## config.mk

```make
export PLATFORM = sky130hd
export DESIGN_NAME = apb_cmd_master_flat
export DESIGN_NICKNAME = d
export VERILOG_FILES = /design/src/rtl/apb_pkg.sv /design/src/rtl/apb_cmd_master_if.sv /design/src/rtl/apb_cmd_master.sv /design/src/flat_wrapper.sv
export SDC_FILE = /design/constraint.sdc
export NUM_CORES = 1
export LEC_CHECK = 0
export ABC_AREA = 0
export CAP_MARGIN = 0
export CORE_MARGIN = 4
export CORE_UTILIZATION = 30
export DETAILED_ROUTE_END_ITERATION = 7
export PLACE_DENSITY_LB_ADDON = 0.1
export SYNTH_ARGS = -nofsm -noshare
export SYNTH_HDL_FRONTEND = slang
export SYNTH_SLANG_ARGS = --single-unit
```

## constraint.sdc

```tcl
create_clock -name PCLK -period 2.1 [get_ports PCLK]
set_clock_uncertainty 0.1 [all_clocks]
set_input_delay 0.21 -clock PCLK [delete_from_list [all_inputs] [get_ports PCLK]]
set_output_delay 0.21 -clock PCLK [all_outputs]
set_load 0.01 [all_outputs]
```

## src/rtl/apb_pkg.sv

```systemverilog
// Shared types and default sizes for the APB command master.
package apb_pkg;

    typedef enum logic [1:0] {
        IDLE   = 2'd0,
        SETUP  = 2'd1,
        ACCESS = 2'd2
    } apb_state_e;

    localparam int APB_ADDR_W  = 8;
    localparam int APB_DATA_W  = 8;
    localparam int APB_TIMEOUT = 16;

endpackage

```

## src/rtl/apb_cmd_master_if.sv

```systemverilog
// APB bus bundle between the command master (requester) and a register-file slave.
interface apb_cmd_master_if #(
    parameter int ADDR_W = 8,
    parameter int DATA_W = 8
);
    logic              PSELx;
    logic              PENABLE;
    logic              PWRITE;
    logic [ADDR_W-1:0] PADDR;
    logic [DATA_W-1:0] PWDATA;
    logic [DATA_W-1:0] PRDATA;
    logic              PREADY;

    modport master (
        output PSELx, PENABLE, PWRITE, PADDR, PWDATA,
        input  PRDATA, PREADY
    );

    modport slave (
        input  PSELx, PENABLE, PWRITE, PADDR, PWDATA,
        output PRDATA, PREADY
    );
endinterface

```

## src/rtl/apb_cmd_master.sv

```systemverilog
// Turns single-beat commands into APB SETUP/ACCESS transfers and returns one
// response pulse per command, aborting with an error after TIMEOUT ACCESS cycles.
module apb_cmd_master
    import apb_pkg::*;
#(
    parameter int ADDR_W  = APB_ADDR_W,
    parameter int DATA_W  = APB_DATA_W,
    parameter int TIMEOUT = APB_TIMEOUT
) (
    input  logic              PCLK,
    input  logic              PRESETn,
    input  logic              cmd_valid,
    output logic              cmd_ready,
    input  logic              cmd_write,
    input  logic [ADDR_W-1:0] cmd_addr,
    input  logic [DATA_W-1:0] cmd_wdata,
    output logic              rsp_valid,
    output logic [DATA_W-1:0] rsp_rdata,
    output logic              rsp_error,
    output logic              busy,
    output apb_state_e        state_dbg,
    apb_cmd_master_if.master  bus
);
    // Handshake: a command transfers on a PCLK rise with cmd_valid & cmd_ready;
    // rsp_valid is a one-cycle pulse with no backpressure, rsp_rdata/rsp_error hold.

    localparam int              CNT_W    = $clog2(TIMEOUT);
    localparam logic [CNT_W-1:0] CNT_LAST = CNT_W'(TIMEOUT - 1);

    apb_state_e        state, state_n;
    logic [CNT_W-1:0]  cnt, cnt_n;
    logic              psel_n, penable_n, pwrite_n;
    logic [ADDR_W-1:0] paddr_n;
    logic [DATA_W-1:0] pwdata_n, rsp_rdata_n;
    logic              rsp_valid_n, rsp_error_n;

    assign state_dbg = state;

    always_comb begin
        state_n     = state;
        cnt_n       = cnt;
        psel_n      = bus.PSELx;
        penable_n   = bus.PENABLE;
        pwrite_n    = bus.PWRITE;
        paddr_n     = bus.PADDR;
        pwdata_n    = bus.PWDATA;
        rsp_valid_n = 1'b0;
        rsp_rdata_n = rsp_rdata;
        rsp_error_n = rsp_error;
        case (state)
            IDLE: begin
                psel_n    = 1'b0;
                penable_n = 1'b0;
                // cmd_ready is still low in the first cycle after reset release
                if (cmd_valid && cmd_ready) begin
                    pwrite_n = cmd_write;
                    paddr_n  = cmd_addr;
                    pwdata_n = cmd_wdata;
                    psel_n   = 1'b1;
                    state_n  = SETUP;
                end
            end
            SETUP: begin
                penable_n = 1'b1;
                cnt_n     = '0;
                state_n   = ACCESS;
            end
            ACCESS: begin
                if (bus.PREADY) begin
                    rsp_valid_n = 1'b1;
                    rsp_error_n = 1'b0;
                    rsp_rdata_n = bus.PWRITE ? '0 : bus.PRDATA;
                    psel_n      = 1'b0;
                    penable_n   = 1'b0;
                    state_n     = IDLE;
                end else if (cnt == CNT_LAST) begin
                    rsp_valid_n = 1'b1;
                    rsp_error_n = 1'b1;
                    rsp_rdata_n = '0;
                    psel_n      = 1'b0;
                    penable_n   = 1'b0;
                    state_n     = IDLE;
                end else begin
                    cnt_n = cnt + 1'b1;
                end
            end
            default: state_n = IDLE;
        endcase
    end

    always_ff @(posedge PCLK or negedge PRESETn) begin
        if (!PRESETn) begin
            state       <= IDLE;
            cnt         <= '0;
            bus.PSELx   <= 1'b0;
            bus.PENABLE <= 1'b0;
            bus.PWRITE  <= 1'b0;
            bus.PADDR   <= '0;
            bus.PWDATA  <= '0;
            rsp_valid   <= 1'b0;
            rsp_rdata   <= '0;
            rsp_error   <= 1'b0;
            cmd_ready   <= 1'b0;
            busy        <= 1'b0;
        end else begin
            state       <= state_n;
            cnt         <= cnt_n;
            bus.PSELx   <= psel_n;
            bus.PENABLE <= penable_n;
            bus.PWRITE  <= pwrite_n;
            bus.PADDR   <= paddr_n;
            bus.PWDATA  <= pwdata_n;
            rsp_valid   <= rsp_valid_n;
            rsp_rdata   <= rsp_rdata_n;
            rsp_error   <= rsp_error_n;
            // registered copies of the next-state decode keep every output a flop
            cmd_ready   <= (state_n == IDLE);
            busy        <= (state_n != IDLE);
        end
    end

endmodule

```

## src/flat_wrapper.sv

```systemverilog
// flat-port wrapper written by rule: the top's interface ports become plain ports
module apb_cmd_master_flat import apb_pkg::*;
#(
    parameter int ADDR_W  = APB_ADDR_W,
    parameter int DATA_W  = APB_DATA_W,
    parameter int TIMEOUT = APB_TIMEOUT
)
  (PCLK, PRESETn, cmd_valid, cmd_ready, cmd_write, cmd_addr, cmd_wdata, rsp_valid, rsp_rdata, rsp_error, busy, state_dbg, bus_PSELx, bus_PENABLE, bus_PWRITE, bus_PADDR, bus_PWDATA, bus_PRDATA, bus_PREADY);
  apb_cmd_master_if #(.ADDR_W(ADDR_W), .DATA_W(DATA_W)) bus_i ();
  input  logic PCLK;
  input  logic PRESETn;
  input  logic cmd_valid;
  output logic cmd_ready;
  input  logic cmd_write;
  input  logic [ADDR_W-1:0] cmd_addr;
  input  logic [DATA_W-1:0] cmd_wdata;
  output logic rsp_valid;
  output logic [DATA_W-1:0] rsp_rdata;
  output logic rsp_error;
  output logic busy;
  output apb_state_e state_dbg;
  output wire logic [$bits(bus_i.PSELx)-1:0] bus_PSELx;
  output wire logic [$bits(bus_i.PENABLE)-1:0] bus_PENABLE;
  output wire logic [$bits(bus_i.PWRITE)-1:0] bus_PWRITE;
  output wire logic [$bits(bus_i.PADDR)-1:0] bus_PADDR;
  output wire logic [$bits(bus_i.PWDATA)-1:0] bus_PWDATA;
  input wire logic [$bits(bus_i.PRDATA)-1:0] bus_PRDATA;
  input wire logic [$bits(bus_i.PREADY)-1:0] bus_PREADY;
  assign bus_PSELx = bus_i.PSELx;
  assign bus_PENABLE = bus_i.PENABLE;
  assign bus_PWRITE = bus_i.PWRITE;
  assign bus_PADDR = bus_i.PADDR;
  assign bus_PWDATA = bus_i.PWDATA;
  assign bus_i.PRDATA = bus_PRDATA;
  assign bus_i.PREADY = bus_PREADY;
  apb_cmd_master #(.ADDR_W(ADDR_W), .DATA_W(DATA_W), .TIMEOUT(TIMEOUT)) u_core (.PCLK(PCLK), .PRESETn(PRESETn), .cmd_valid(cmd_valid), .cmd_ready(cmd_ready), .cmd_write(cmd_write), .cmd_addr(cmd_addr), .cmd_wdata(cmd_wdata), .rsp_valid(rsp_valid), .rsp_rdata(rsp_rdata), .rsp_error(rsp_error), .busy(busy), .state_dbg(state_dbg), .bus(bus_i));
endmodule
```

# After elaboration in Yosys (flattened, before gate mapping)
# Index checks and enable logic that the tools add are counted.
# word_totals
ff_bits,37
in_bits,29
out_inout_bits,33
wordCells,52
# classes
n_addsub,1
eq_ne,6
muxes,20
reduce_logical,13
# ops
cell,n
8-bit two-way mux,3
1-bit two-way mux,8
4-bit two-way mux,2
4-bit one-hot mux with 2 select lines,1
2-bit AND reduction,4
2-bit nonzero test,4
2-bit two-way mux,3
2-bit one-hot mux with 3 select lines,1
4-bit by 1-bit adder with 4-bit output (second input constant),1
4-bit == test (second input constant),1
2-bit logical NOT,2
2-bit != test (second input constant),2
3-bit by 2-bit != test with 1-bit output (second input constant),1
1-bit one-hot mux with 3 select lines,1
3-bit AND reduction,1
3-bit nonzero test,1
2-bit by 1-bit == test with 1-bit output (second input constant),1
2-bit == test (second input constant),1
1-bit one-hot mux with 2 select lines,1
1-bit logical AND,1

# Depth between registers and ports, before layout
# Gate-level depths: netlist of run 1.
# logic_depth
ltp_word,5
depth_mapped,5
ltp_nobuf,4

# Worst setup path before layout of run 1
# Ideal clock, no wire load.
# synth_timing
kind,register to register
from,register u_core.state[1] (netlist: u_core.state_dbg[1])
to,register u_core.bus.PADDR[0]
setup_ns,0.125
arrival_time_ns,1.319
t_required_ns,1.875
setup_slack_ns,0.556
stages_incl_launch_ff,6
n_path_buf,2
synth_period_minus_slack_ns,1.544
path_cell_list,dfrtp_1 -> buf_6 -> nor2_2 -> and3_4 -> buf_8 -> mux2_4
# synth_between
elab_chain_cells,2
# synth_rtl
element,line,text
"start, declared",apb_cmd_master.sv:30,"apb_state_e state, state_n;"
"start signal, assigned",apb_cmd_master.sv:106,state <= state_n;
2-bit logical NOT,apb_cmd_master.sv:50,case (state)
2-bit AND reduction (no source line),n/a,
"end signal, assigned",apb_cmd_master.sv:111,bus.PADDR <= paddr_n;
"end, declared",apb_cmd_master_if.sv:15,"output PSELx, PENABLE, PWRITE, PADDR, PWDATA,"
# No other way between the ends.
# A chain may end at the register's enable or synchronous reset.

# Worst setup path in the final report of run 1
# layout_timing
from,register u_core.cnt[0]
to,register u_core.rsp_rdata[0]
# layout_between
elab_chain_cells,3
# layout_rtl
element,line,text
"start, declared",apb_cmd_master.sv:31,"logic [CNT_W-1:0] cnt, cnt_n;"
"start signal, assigned",apb_cmd_master.sv:107,cnt <= cnt_n;
4-bit == test,apb_cmd_master.sv:76,end else if (cnt == CNT_LAST) begin
2-bit nonzero test (no source line),n/a,
2-bit AND reduction (no source line),n/a,
"end signal, assigned",apb_cmd_master.sv:114,rsp_rdata <= rsp_rdata_n;
"end, declared",apb_cmd_master.sv:18,"output logic [DATA_W-1:0] rsp_rdata,"
# No other way between the ends.

==> results.md, run 1 <==
* Final cycle utilization of the critical path at 82.0%
* Core area at 0.00507 mm²
* Via density at 4.32
* Area leader, netlist: dfrtp_1
* Leading cell type in the layout, fill and taps excluded: clkdlybuf4s50_1
* Worst setup path class: reg2reg
* Drc violations at 0
* Status: finished clean
* Clk slew on worst S/H paths at 0.07 ns
* IO Pins at 62
* Final number of setup-violating endpoints at 0
* CTS Buffer Depth at 2
* HP Class: reg2reg
* Synthesized area per cell at 14.3 µm²
* Setup crit start kind: flip-flop
* DR pass1 iterations at 4
* Sequential share of the synthesized area at 59.2%
* Synth warn at 0
* RSZ-0062 raised after global routing: no
* Max-Slew Margin vs Limit at 47.2%
* RD Place Congestion at 0.742
* Number of global-route vias before repair at 1,125
* Die X-Extent at 80.2 µm
* Clock tree sinks at 37
* Routed wire length at 3330 µm
* Total track usage at 10.9%
* Initial Util at 30.8%
* Cell count after synthesis at 109
* Clock root buffer: clkbuf_8
* GRT Residual Overflow at 0
* First-pass GRT wire length at 5440 µm
* Final worst path period need at 1.72 ns
* DP Wirelength at 2360 µm
* CP arrival at 1.84 ns
* Max-cap violations at 0
* CP Capture Type: flip-flop
* WL/cell at 13.6 µm
* Worst EP required at 2.22 ns
* P_leak at 1.02 nW
* Final Hold Fails at 0
* Final core occ at 46.1%
* Max frequency at 0.581 GHz
* Pwr Density at 1400 mW/mm²
* Ratio of cells with drive above 1 in the final layout at 17.1%
* Top cells by area, synth: dfrtp_1 (59%), mux2_4 (15%), a22o_1 (4.5%), buf_6 (2.2%), a21oi_1 (1.9%)
* Final Slew Violations at 0
* Maximum fanout along the worst path at 9
* Total Nets Final at 204
* Height of the die at 80.2 µm
* Worst skew pair latency at 0.28 ns
* Cell variety after synth at 32
* CTS resizes at 0
* CTS tree: done
* Setup TNS at 0 ns
* Tot Pwr at 3.27 mW
* Synthesized area at 0.00156 mm²
* Synth top area share at 59.2%
* Syn Nets at 139
* P&R area growth vs syn at 49.6%
* CTS Buf Count at 5
* Peak supply drop at 0.618 mV
* #FFs+latches synth at 37
* Cell Rows at 26
* Vias at 1,058
* Routed Antenna Nets at 0
* IO Port Bufs at 61
* Worst Tran Pin Value at 0.792 ns
* Commonest cells after routing, fill and taps aside: clkdlybuf4s50_1 (60), dfrtp_1 (37), mux2_4 (16)
* Largest net degree at the start of global routing at 38
* Diode count at 0
* Initial antenna violation count at 0
* H-tree lvl count at 2
* Post-CTS Setup Bufs at 0
* Drt initial violations at 15
* Die area at 0.00643 mm²
==> synth_stat cells, drive strengths merged <==
cell type and count:
a21o 1, a21oi 6, a22o 8, a311oi 1, a31oi 3, a32oi 1, a41oi 1, and2 1
and3 1, and3b 1, and4b 1, buf 6, dfrtp 37, ha 1, inv 5, mux2 17
nand2 2, nand2b 1, nand3 1, nand4 1, nor2 4, nor2b 4, nor3b 1, o21ai 1
o21bai 1, o22ai 1, or2 1
==> kinds of logic after synthesis <==
kind of cell	after synthesis	synth area share, %
fa+ha+maj	1	0.801
simple gates	19	7.53
flops	37	59.2
mux	17	16.1
buf+inv	11	4.96
compound gates	24	11.4
==> report_power, final <==
part	total (mW)	switching (mW)	internal [mW]
sequential	1.19	0.185	1.01
combinational	1.44	0.520	0.924
clock	0.634	0.246	0.387
total	3.27	0.952	2.32
==> registers in the layout (all words and copies together), names as in the netlist <==
| signal | cells |
|---|---|
| u_core.bus.PADDR | 8 |
| u_core.bus.PWDATA | 8 |
| u_core.rsp_rdata | 8 |
| u_core.cnt | 4 |
| u_core.state_dbg | 2 |
| u_core.bus.PENABLE | 1 |
| u_core.bus.PSELx | 1 |
| u_core.bus.PWRITE | 1 |
| u_core.busy | 1 |
| u_core.cmd_ready | 1 |
| u_core.rsp_error | 1 |
| u_core.rsp_valid | 1 |
==> routing by layer <==
layer  GRT usage, %  part of all wire [%]
met3           3.36                   5.8
met5              0                     0
met2           16.9                    45
met4           3.04                   1.2
met1           14.7                    48
==> final timing paths <==
path | cells past startpoint | from | to | slack, ns
max | 4 | u_core.cnt[0] | u_core.rsp_rdata[0] | 0.38
min | 1 | u_core.rsp_rdata[1] | u_core.rsp_rdata[1] | 0.41
max reg2reg | 4 | u_core.cnt[0] | u_core.rsp_rdata[0] | 0.38
min reg2reg | 1 | u_core.rsp_rdata[1] | u_core.rsp_rdata[1] | 0.41
max in group asynchronous | 2 | PRESETn | u_core.bus.PWDATA[6] | 0.95
min in group asynchronous | 2 | PRESETn | u_core.cnt[3] | 0.45
==> critical path, stage by stage, from the launching register on <==
cell and delay (ns):
dfrtp_1 0.43, ha_1 0.30, a31oi_2 0.30, nand2b_1 0.34
a22o_1 0.20
==> per-stage QoR <==
stage	instance area, µm²	hold WS [ns]	worst slack, ns	instances
final	2340	0.406	0.378	245
after global routing	2340	0.426	0.255	245
after CTS	2340	0.415	0.354	245
after detailed placement	2210	0.251	0.360	236
after global placement	2210	0.251	0.394	236
after floorplan	1560	-0.186	0.556	109
==> what timing repair did <==
item                                   4_1_cts  5_1_grt
hold buffers                                 1        0
endpoints found under the hold margin       37        0
setup endpoints to repair                    0        0
==> layout make-up <==
type	instances	area, µm²
Tap cell	70	87.6
Sequential cell	37	926
Fill cell	490	2740
Clock inverter	1	30.0
Timing Repair Buffer	64	631
Clock buffer	7	86.3
Inverter	5	18.8
Multi-Input combinational cell	61	559
No activity file was read; power rests on OpenSTA's default activity.
==> inputs of run 2 (changes only) <==
==> constraint.sdc (replaced) <==
create_clock -name PCLK -period 1.41 [get_ports PCLK]
set_clock_uncertainty 0.1 [all_clocks]
set_input_delay 0.141 -clock PCLK [delete_from_list [all_inputs] [get_ports PCLK]]
set_output_delay 0.141 -clock PCLK [all_outputs]
set_load 0.01 [all_outputs]
==> results.md, run 2 (same netlist as run 1, synthesis figures left out) <==
* Final number of setup-violating endpoints at 25
* WL/cell at 14.0 µm
* H-tree lvl count at 2
* Routed Antenna Nets at 0
* Seq pwr share at 36.8%
* Failing checks: negative setup slack
* DR pass1 iterations at 4
* Worst r2r src: u_core.state_dbg[1]
* Via density at 4.41
* Number of global-route vias before repair at 1,343
* CTS Buf Count at 5
* Switching portion of total power at 31.3%
* Max-cap violations at 0
* Clock tree sinks at 37
* Ratio of cells with drive above 1 in the final layout at 26.7%
* Drc violations at 0
* IO Pins at 62
* Leading cell type in the layout, fill and taps excluded: dfrtp_1
* IO Port Bufs at 61
* Final Hold Fails at 0
* Diode count at 0
* CTS tree: done
* Psw at 1.48 mW
* Clk slew on worst S/H paths at 0.07 ns
* Vias at 1,152
* Core area at 0.00507 mm²
* Final WS setup at -0.105 ns
* FILL cells at 480
* Largest net degree at the start of global routing at 24
* Clock root buffer: clkbuf_8
* GRT Residual Overflow at 0
* Pwr Density at 1920 mW/mm²
* Crit path from: u_core.state_dbg[1]
* Worst setup path class: reg2reg
* Worst R2R Path Depth at 5
* Worst EP required at 1.48 ns
* Final worst path period need at 1.51 ns
* Clk pwr share at 17.0%
* Cell Rows at 26
* Internal power at 3.26 mW
* Routed wire length at 3660 µm
* Peak supply drop at 0.841 mV
* Largest regs: u_core.bus.PADDR (8), u_core.bus.PWDATA (8), u_core.rsp_rdata (8)
* Maximum fanout along the worst path at 5
* Setup TNS at -1.98 ns
* Die area at 0.00643 mm²
* RD Place Congestion at 0.809
* CP arrival at 1.59 ns
* Worst skew pair latency at 0.28 ns
* CTS Buffer Depth at 2
* Max frequency at 0.660 GHz
* Height of the die at 80.2 µm
* Tot Pwr at 4.74 mW
* Status: finished, violations left
* Worst Tran Pin Value at 0.367 ns
* Final core occ at 48.7%
* RSZ-0062 raised after global routing: yes
* Commonest cells after routing, fill and taps aside: dfrtp_1 (37), dlygate4sd2_1 (31), clkdlybuf4s50_1 (27)
* Initial antenna violation count at 0
* HP Class: in2async
* Final cycle utilization of the critical path at 107%
* Total Nets Final at 220
* Drt initial violations at 39
* P_leak at 1.21 nW
* DP Wirelength at 2740 µm
* Die X-Extent at 80.2 µm
* CP Capture Type: flip-flop
* P&R area growth vs syn at 58.3%
* Initial Util at 30.8%
* Combinational share of power at 46.2%
* First-pass GRT wire length at 6270 µm
* Final Slew Violations at 0
* Setup crit start kind: flip-flop
* Total track usage at 12.6%
* Max-Slew Margin vs Limit at 75.6%
run 2: layer usage:
metal  GRT usage (%)  vias up  wire [µm]
li1                -      548          -
met1            15.1      561       1590
met2            20.5       38       1810
met3            4.71        5        220
met4            4.90        0         40
met5               0        -          0
run 2: final timing paths:
check | to | slack, ns
setup / recovery | u_core.bus.PADDR[6] | -0.10
hold reg to reg | u_core.rsp_rdata[5] | 0.41
hold / removal | u_core.rsp_rdata[6] | 0.21
setup reg to reg | u_core.bus.PADDR[6] | -0.10
min in group PCLK | u_core.rsp_rdata[0] | 0.36
max in group asynchronous | u_core.bus.PADDR[4] | 0.56
run 2: worst max-delay path, cell delays in order (launching register included):
cell and delay, ns:
dfrtp_1 0.39, buf_6 0.13, nor2_4 0.10, and3_4 0.22, buf_4 0.16, mux2_4 0.30
run 2: through the flow:
step           cell area [µm²]  std cells  setup slack [ns]  hold slack, ns
2_1_floorplan             1590        109           -0.0948          -0.255
3_3_place_gp              2360        249            -0.106         -0.0336
3_5_place_dp              2360        249            -0.120         -0.0298
4_1_cts                   2470        261            -0.121           0.222
5_1_grt                   2470        261            -0.170           0.231
6_report                  2470        261            -0.105           0.213
run 2: power by group through the flow:
stage	combinational [mW]	sequential, mW	clock [mW]
floorplan	1.00	1.97	0
global placement	2.38	1.79	0
detailed placement	2.42	1.78	0
CTS	2.22	1.75	0.844
global route	2.38	1.80	0.892
finish	2.19	1.74	0.806
run 2: final cells by class:
type | count | area [µm²] | area share, %
clock buffers | 7 | 96.3 | 3.89
clock inverters | 1 | 5.00 | 0.202
inverters | 5 | 18.8 | 0.759
multi-input cells | 61 | 598 | 24.2
flip-flops and latches | 37 | 926 | 37.4
well taps | 70 | 87.6 | 3.54
repair buffers | 80 | 742 | 30.0
run 2: timing repair:
action | 4_1_cts | 5_1_grt
cloned | 0 | 0
pin swaps | 3 | 0
endpoints found under the hold margin | 37 | 0
setup buffers | 3 | 0
hold buffers | 1 | 0
gates resized for setup | 39 | 2
endpoints found under the setup margin | 59 | 27
